### config.mk
export PLATFORM = sky130hd
export DESIGN_NAME = state_machine
export DESIGN_NICKNAME = d
export VERILOG_FILES = /design/src/rtl/state_machine.sv
export SDC_FILE = /design/constraint.sdc
export NUM_CORES = 1
export LEC_CHECK = 0
export CORE_AREA = 3 3 40 42
export DETAILED_ROUTE_END_ITERATION = 16
export DIE_AREA = 0 0 43 45
export PLACE_DENSITY = 0.59
export SLEW_MARGIN = 20
export SYNTH_ARGS = -nofsm -noshare
export SYNTH_HDL_FRONTEND = slang
export SYNTH_SLANG_ARGS = --single-unit
### constraint.sdc
create_clock -name CLK -period 2.9 [get_ports CLK]
set_input_delay 0.725 -clock CLK [delete_from_list [all_inputs] [get_ports CLK]]
set_output_delay 0.725 -clock CLK [all_outputs]
set_load 0.1 [all_outputs]
### src/rtl/state_machine.sv
// state_machine: bit-serial adder controller.
// Two operands arrive LSB-first on A/B, one bit per clock, with the carry-in
// CIN taken in the start cycle. Each consumed bit produces one registered sum
// bit on S and its carry out on COUT. The running carry is held in the state
// encoding (ADD_C0 / ADD_C1), so there is no separate carry flop.
//
// Optional feature macro: STATEMACHINE_START_ABORT_EN
//   defined   -> start=1 in an ADD state abandons the current word and begins
//                a new one exactly as a start from IDLE would.
//   undefined -> start is ignored in ADD states and the word runs to DONE.
module state_machine #(
    parameter int WIDTH = 8
) (
    input  logic CLK,
    input  logic rst,
    input  logic NRST,
    input  logic start,
    input  logic CIN,
    input  logic A,
    input  logic B,
    output logic S,
    output logic COUT
);

    localparam int CW = $clog2(WIDTH + 1);
    localparam logic [CW-1:0] CNT_ONE   = CW'(1);
    localparam logic [CW-1:0] CNT_WIDTH = CW'(WIDTH);

    typedef enum logic [1:0] {
        IDLE   = 2'b00,
        ADD_C0 = 2'b01,
        ADD_C1 = 2'b10,
        DONE   = 2'b11
    } state_t;

    state_t         state_q, state_d;
    logic [CW-1:0]  count_q, count_d;
    logic           s_q, s_d;
    logic           cout_q, cout_d;

    // Full-adder results for the two ways a bit can be consumed: as bit 0 of
    // a fresh word (carry comes from CIN) or as a later bit (carry from state).
    logic cur_carry;
    logic load_sum, load_carry;
    logic add_sum, add_carry;
    logic abort_ok;

    // Datapath for both consume paths; the carry of a word in progress is
    // recovered from the state encoding.
    always_comb begin
        cur_carry  = (state_q == ADD_C1);
        load_sum   = A ^ B ^ CIN;
        load_carry = (A & B) | (A & CIN) | (B & CIN);
        add_sum    = A ^ B ^ cur_carry;
        add_carry  = (A & B) | (A & cur_carry) | (B & cur_carry);
`ifdef STATEMACHINE_START_ABORT_EN
        abort_ok   = start;
`else
        abort_ok   = 1'b0;
`endif
    end

    // Next-state and output logic; a stall (NRST low) keeps every default.
    always_comb begin
        state_d = state_q;
        count_d = count_q;
        s_d     = s_q;
        cout_d  = cout_q;

        if (NRST) begin
            unique case (state_q)
                IDLE, DONE: begin
                    if (start) begin
                        // The start cycle already consumes bit 0.
                        s_d     = load_sum;
                        cout_d  = load_carry;
                        count_d = CNT_ONE;
                        if (WIDTH == 1)
                            state_d = DONE;
                        else
                            state_d = load_carry ? ADD_C1 : ADD_C0;
                    end else begin
                        // DONE shows its result for one cycle only, then clears.
                        s_d     = 1'b0;
                        cout_d  = 1'b0;
                        state_d = IDLE;
                    end
                end

                ADD_C0, ADD_C1: begin
                    if (abort_ok) begin
                        // Restart: current bit becomes bit 0 of the new word.
                        s_d     = load_sum;
                        cout_d  = load_carry;
                        count_d = CNT_ONE;
                        if (WIDTH == 1)
                            state_d = DONE;
                        else
                            state_d = load_carry ? ADD_C1 : ADD_C0;
                    end else begin
                        s_d     = add_sum;
                        cout_d  = add_carry;
                        count_d = count_q + CNT_ONE;
                        if (count_d == CNT_WIDTH)
                            state_d = DONE;
                        else
                            state_d = add_carry ? ADD_C1 : ADD_C0;
                    end
                end

                default: begin
                    state_d = IDLE;
                    count_d = '0;
                    s_d     = 1'b0;
                    cout_d  = 1'b0;
                end
            endcase
        end
    end

    // State, counter and output registers; reset outranks the stall.
    always_ff @(posedge CLK) begin
        if (rst) begin
            state_q <= IDLE;
            count_q <= '0;
            s_q     <= 1'b0;
            cout_q  <= 1'b0;
        end else begin
            state_q <= state_d;
            count_q <= count_d;
            s_q     <= s_d;
            cout_q  <= cout_d;
        end
    end

    assign S    = s_q;
    assign COUT = cout_q;

endmodule

==> out/results.tsv, run 1 <==
metric	value	unit
critPathRequiredTime	3.09	ns
min_period	1.98	ns
fin_crit_sh	68.4	%
ctsResizeCount	0	
peakVddDrop	0.000269	V
postCtsSetupBuffers	0	
clkSinkCount	8	
core_area	1280	sq um
finClkSkew	0.0167	ns
htreeDepth	1	
root_buffer	clkbuf_4	
totalPowerFinal	284	uW
grt_max_degree	12	
cp-start-kind	input pin	
cp.arrival	2.17	ns
worstPathMaxFanout	2	
ios	9	
cpPeakStageDelay	0.51	ns
max_clock_freq	504	MHz
syn2layout_area_growth	18.6	%
path_class	in2reg	
hpwl	767	um
die-area	1940	sq um
vias_per_cell	5.30	
clkTransAtPathRegs	0.05	ns
fin_tns_setup	0	ns
hold_buffers	0	
drc_errors	0	
outcome	completed	
antenna_found_initial	0	
path_delay_family	buffers and inverters	
die_w	43	um
place_congestion	0.773	
clk_latency	0.27	ns
synth_area	505	sq um
diodes	0	
numCtsBuffers	3	
finalSetupViolCount	0	
synth-seq-cells	8	
p_leak	0.000269	uW
end_kind	register	
yosysWarnings	0	
io_buffers	8	
cts_buffer_depth	2	
routed_wl	1.07	mm
cp_num_buf_inv	2	
grt-ovfl-total	0	
yosys.cell_types.count	27	
final_common_cell	dfxtp_1	
grt_pass1_vias	427	
cap_violations	0	
start_util	39.3	%
grt_usage	13.9	%
finalHoldViolCount	0	
ant_nets	0	
drv_slew	0	
path_cells	clkdlybuf4s50_1 -> inv_1 -> fa_1 -> o21a_1 -> a21o_1 -> a21oi_1	
synthesis.area_per_instance	8.42	sq um
drtIter0Drc	13	
routedWlPerCell	12.9	um
ys_seq_area_share	31.7	%
hp-class	reg2reg	
die_h	45	um
cts_tree	built	
grt_pass1_wl	1.90	mm
firstDrtPassIters	4	
drive_gt1_share	8.82	%
vias	440	
power_density	474	nW/um^2
slew-limit-headroom	74.8	%
rsz0062_at_grt	no	
worstMarginPinSlew	0.376	ns
cp_slowest_cell	clkdlybuf4s50_1	
postSynthNetCount	71	
layout_common_cells	dfxtp_1 (8), inv_1 (7), nor2_1 (6), clkdlybuf4s50_1 (6)	
rows	13	
syn-instance-count	60	
nets	81	
[worst min-delay path: stages (launching register included)]
cell and delay (ns):
dfxtp_1 0.32, nor2_1 0.05, nor2_1 0.07
[registers in the layout, indices dropped and copies added, names as in the netlist]
register	flops
count_q	4
S	1
state_q	2
COUT	1
[cell type report]
cell class | instances | area, sq um
Clock buffer | 3 | 22.5
Fill cell | 129 | 686
Inverter | 7 | 26.3
Multi-Input combinational cell | 42 | 297
Sequential cell | 8 | 160
Tap cell | 15 | 18.8
Timing Repair Buffer | 8 | 75.1
[where the power goes]
part / internal (uW) / leakage, uW / total, uW / switching [uW]
Clock: 47.7 / 0.0000138 / 91.6 / 44.0
Combinational: 25.7 / 0.000190 / 71.1 / 45.4
Sequential: 116 / 0.0000655 / 121 / 4.77
Total: 190 / 0.000269 / 284 / 94.1
[metrics by stage]
stage / utilization [%] / std cells / cell area [sq um] / hold WS [ns] / worst slack [ns]
floorplan: - / 60 / 505 / 0.454 / 1.24
detailed placement: 44.9 / 80 / 577 / 0.468 / 0.637
global route: 46.6 / 83 / 599 / 0.502 / 0.826
global placement: 44.9 / 80 / 577 / 0.479 / 0.660
finish: 46.6 / 83 / 599 / 0.477 / 0.916
CTS: 46.6 / 83 / 599 / 0.486 / 0.907
[final timing paths]
check | start | endpoint | slack, ns | cells after the start
setup reg to reg | state_q[0] | S | 1.44 | 7
hold reg to reg | COUT | COUT | 0.48 | 2
setup / recovery | A | state_q[1] | 0.92 | 6
hold / removal | COUT | COUT | 0.48 | 2
[per-layer routing]
| layer | share of wire, % | up-vias | GRT usage (%) |
|---|---|---|---|
| met5 | 0 | - | 0 |
| met4 | 1.2 | 0 | 7.23 |
| met3 | 7.3 | 2 | 7.57 |
| met2 | 45 | 12 | 20.4 |
| met1 | 47 | 196 | 16.4 |
| li1 | - | 230 | - |
[synth_stat cells, drive strengths merged]
library cell | count | area share, %
inv | 7 | 5.2
a21o | 1 | 1.5
o32ai | 1 | 1.7
ha | 2 | 4.9
nand2 | 2 | 1.5
a211oi | 1 | 1.5
and2b | 2 | 3.2
o221ai | 1 | 1.7
and3 | 1 | 1.2
o21ai | 4 | 4.0
fa | 2 | 7.9
dfxtp | 8 | 32
buf | 2 | 3.7
mux2i | 1 | 2.0
a21oi | 4 | 4.0
nor2b | 2 | 2.5
a21boi | 1 | 1.5
nand3 | 4 | 4.0
clkbuf | 1 | 0.74
o21a | 1 | 1.5
nor2 | 6 | 4.5
o2111ai | 1 | 1.7
a31oi | 2 | 2.5
o211a | 1 | 2.0
and3b | 2 | 3.5
[cell families (layout without fill, tap and decap cells)]
group / after synthesis / after routing / synth area share (%)
mux: 1 / 1 / 1.98
fa+ha+maj: 4 / 4 / 12.9
compound gates: 18 / 18 / 23.5
simple gates: 19 / 19 / 20.3
buf+inv: 10 / 18 / 9.65
flops: 8 / 8 / 31.7
Power figures use the tool's default switching activity.
==> inputs of run 2 (changes only) <==
==> constraint.sdc (replaced) <==
create_clock -name CLK -period 1.9 [get_ports CLK]
set_input_delay 0.475 -clock CLK [delete_from_list [all_inputs] [get_ports CLK]]
set_output_delay 0.475 -clock CLK [all_outputs]
set_load 0.1 [all_outputs]
==> run 2 against run 1 <==
  * Final cell count is 1.2% higher
  * Critical path type unchanged
  * Via count is 0.45% lower
  * Cell area is 5.4% higher
  * Flip-flop and latch count stayed put
  * Die area stayed put
  * Critical endpoint unchanged
  * Critical path depth stayed put
  * Setup slack worse by 0.75 ns
  * Utilization is 2.5 points higher
  * Non-clock buffer count is 1 higher
==> out/results.tsv, run 2 (same netlist as run 1, synthesis figures left out) <==
metric	value	unit	change
grt_pass1_vias	410		-4.0%
nets	82		+1.2%
cap_violations	0		unchanged
routed_wl	1.07	mm	-0.28%
largest_register_ffs	4		unchanged
min_period	1.73	ns	
finalHoldViolCount	0		unchanged
die_h	45	um	unchanged
numCtsBuffers	3		unchanged
worstPathMaxFanout	2		unchanged
ios	9		unchanged
drc_errors	0		unchanged
outcome	completed		
layout_common_cells	dfxtp_1 (8), inv_1 (7), nor2_1 (6), clkdlybuf4s50_1 (6)		
rsz0062_at_grt	no		
fin_tns_setup	0	ns	unchanged
finalSetupViolCount	0		unchanged
die_w	43	um	unchanged
antenna_found_initial	0		unchanged
grt-ovfl-total	0		unchanged
cp.arrival	1.92	ns	-0.25 ns
htreeDepth	1		unchanged
end_kind	register		
peakVddDrop	0.000470	V	+75%
root_buffer	clkbuf_4		
cp-start-kind	input pin		
drv_slew	0		unchanged
grt_pass1_wl	1.89	mm	-0.74%
slew-limit-headroom	79.6	%	+4.7 points
syn2layout_area_growth	25.0	%	
drtIter0Drc	8		-5
io_buffers	8		unchanged
place_congestion	0.786		+1.7%
firstDrtPassIters	4		unchanged
fin_crit_sh	91.3	%	
start_util	39.3	%	unchanged
final_util	49.2	%	+2.5 points
final_common_cell	dfxtp_1		
postCtsSetupBuffers	0		unchanged
cts_tree	built		
clk_latency	0.27	ns	about the same
grt_max_degree	10		-2
rows	13		unchanged
top_regs	count_q x4, state_q x2		
max_clock_freq	577	MHz	
ant_nets	0		unchanged
clkSinkCount	8		unchanged
grt_usage	13.5	%	-0.39 points
hold_buffers	0		unchanged
path_class	in2reg		
critPathRequiredTime	2.09	ns	-1.00 ns
drive_gt1_share	10.1	%	+1.3 points
worstMarginPinSlew	0.305	ns	-0.0708 ns
clkTransAtPathRegs	0.07	ns	+0.02 ns
top_register	count_q		
cts_buffer_depth	2		unchanged
finClkSkew	0.0144	ns	-0.00224 ns
die-area	1940	sq um	unchanged
p_leak	0.000281	uW	+4.3%
hp-class	reg2reg		
vias_per_cell	5.21		-1.6%
routedWlPerCell	12.7	um	-1.5%
ctsResizeCount	0		unchanged
r2r_cells	7		unchanged
holdPathStages	2		unchanged
vias	438		-0.45%
core_area	1280	sq um	unchanged
diodes	0		unchanged
power_density	702	nW/um^2	+48%
==> run 2: cell type report <==
class,count,area (sq um)
clock buffers,3,22.5
well taps,15,18.8
fillers,130,653
repair buffers,9,108
inverters,7,26.3
flip-flops and latches,8,160
multi-input cells,42,297
==> run 2: critical path, stage by stage <==
cell and delay, ns:
clkdlybuf4s50_1 0.51, inv_1 0.07, fa_1 0.41, o21a_1 0.18, a21o_1 0.17, a21oi_1 0.11
==> run 2: worst paths after layout <==
check,from,to,slack [ns]
max,A,state_q[1],0.17
min,state_q[0],state_q[0],0.50
max reg2reg,state_q[0],S,0.45
min reg2reg,state_q[0],state_q[0],0.50
==> run 2: per-stage QoR <==
step	hold slack (ns)	cells	worst slack, ns	power [uW]	cell area, sq um
after CTS	0.486	84	0.162	451	632
after global routing	0.554	84	0.0356	478	632
final	0.496	84	0.166	443	632
after global placement	0.487	81	-0.0758	308	609
after floorplan	0.454	60	0.492	271	505
after detailed placement	0.476	81	-0.105	309	609
==> run 2: where the power goes <==
| part | switching [uW] | internal [uW] |
|---|---|---|
| registers | 9.26 | 178 |
| clock network | 65.1 | 72.7 |
| logic | 69.3 | 49.1 |
==> run 2: metal layers <==
| layer | up-vias | GRT usage [%] | share of wire, % | routed length (um) |
|---|---|---|---|---|
| li1 | 227 | - | - | - |
| met1 | 197 | 16.7 | 49 | 518 |
| met2 | 12 | 19.5 | 44 | 465 |
| met3 | 2 | 7.57 | 6.8 | 73 |
| met4 | 0 | 5.42 | 0.94 | 10 |
| met5 | - | 0 | 0 | 0 |
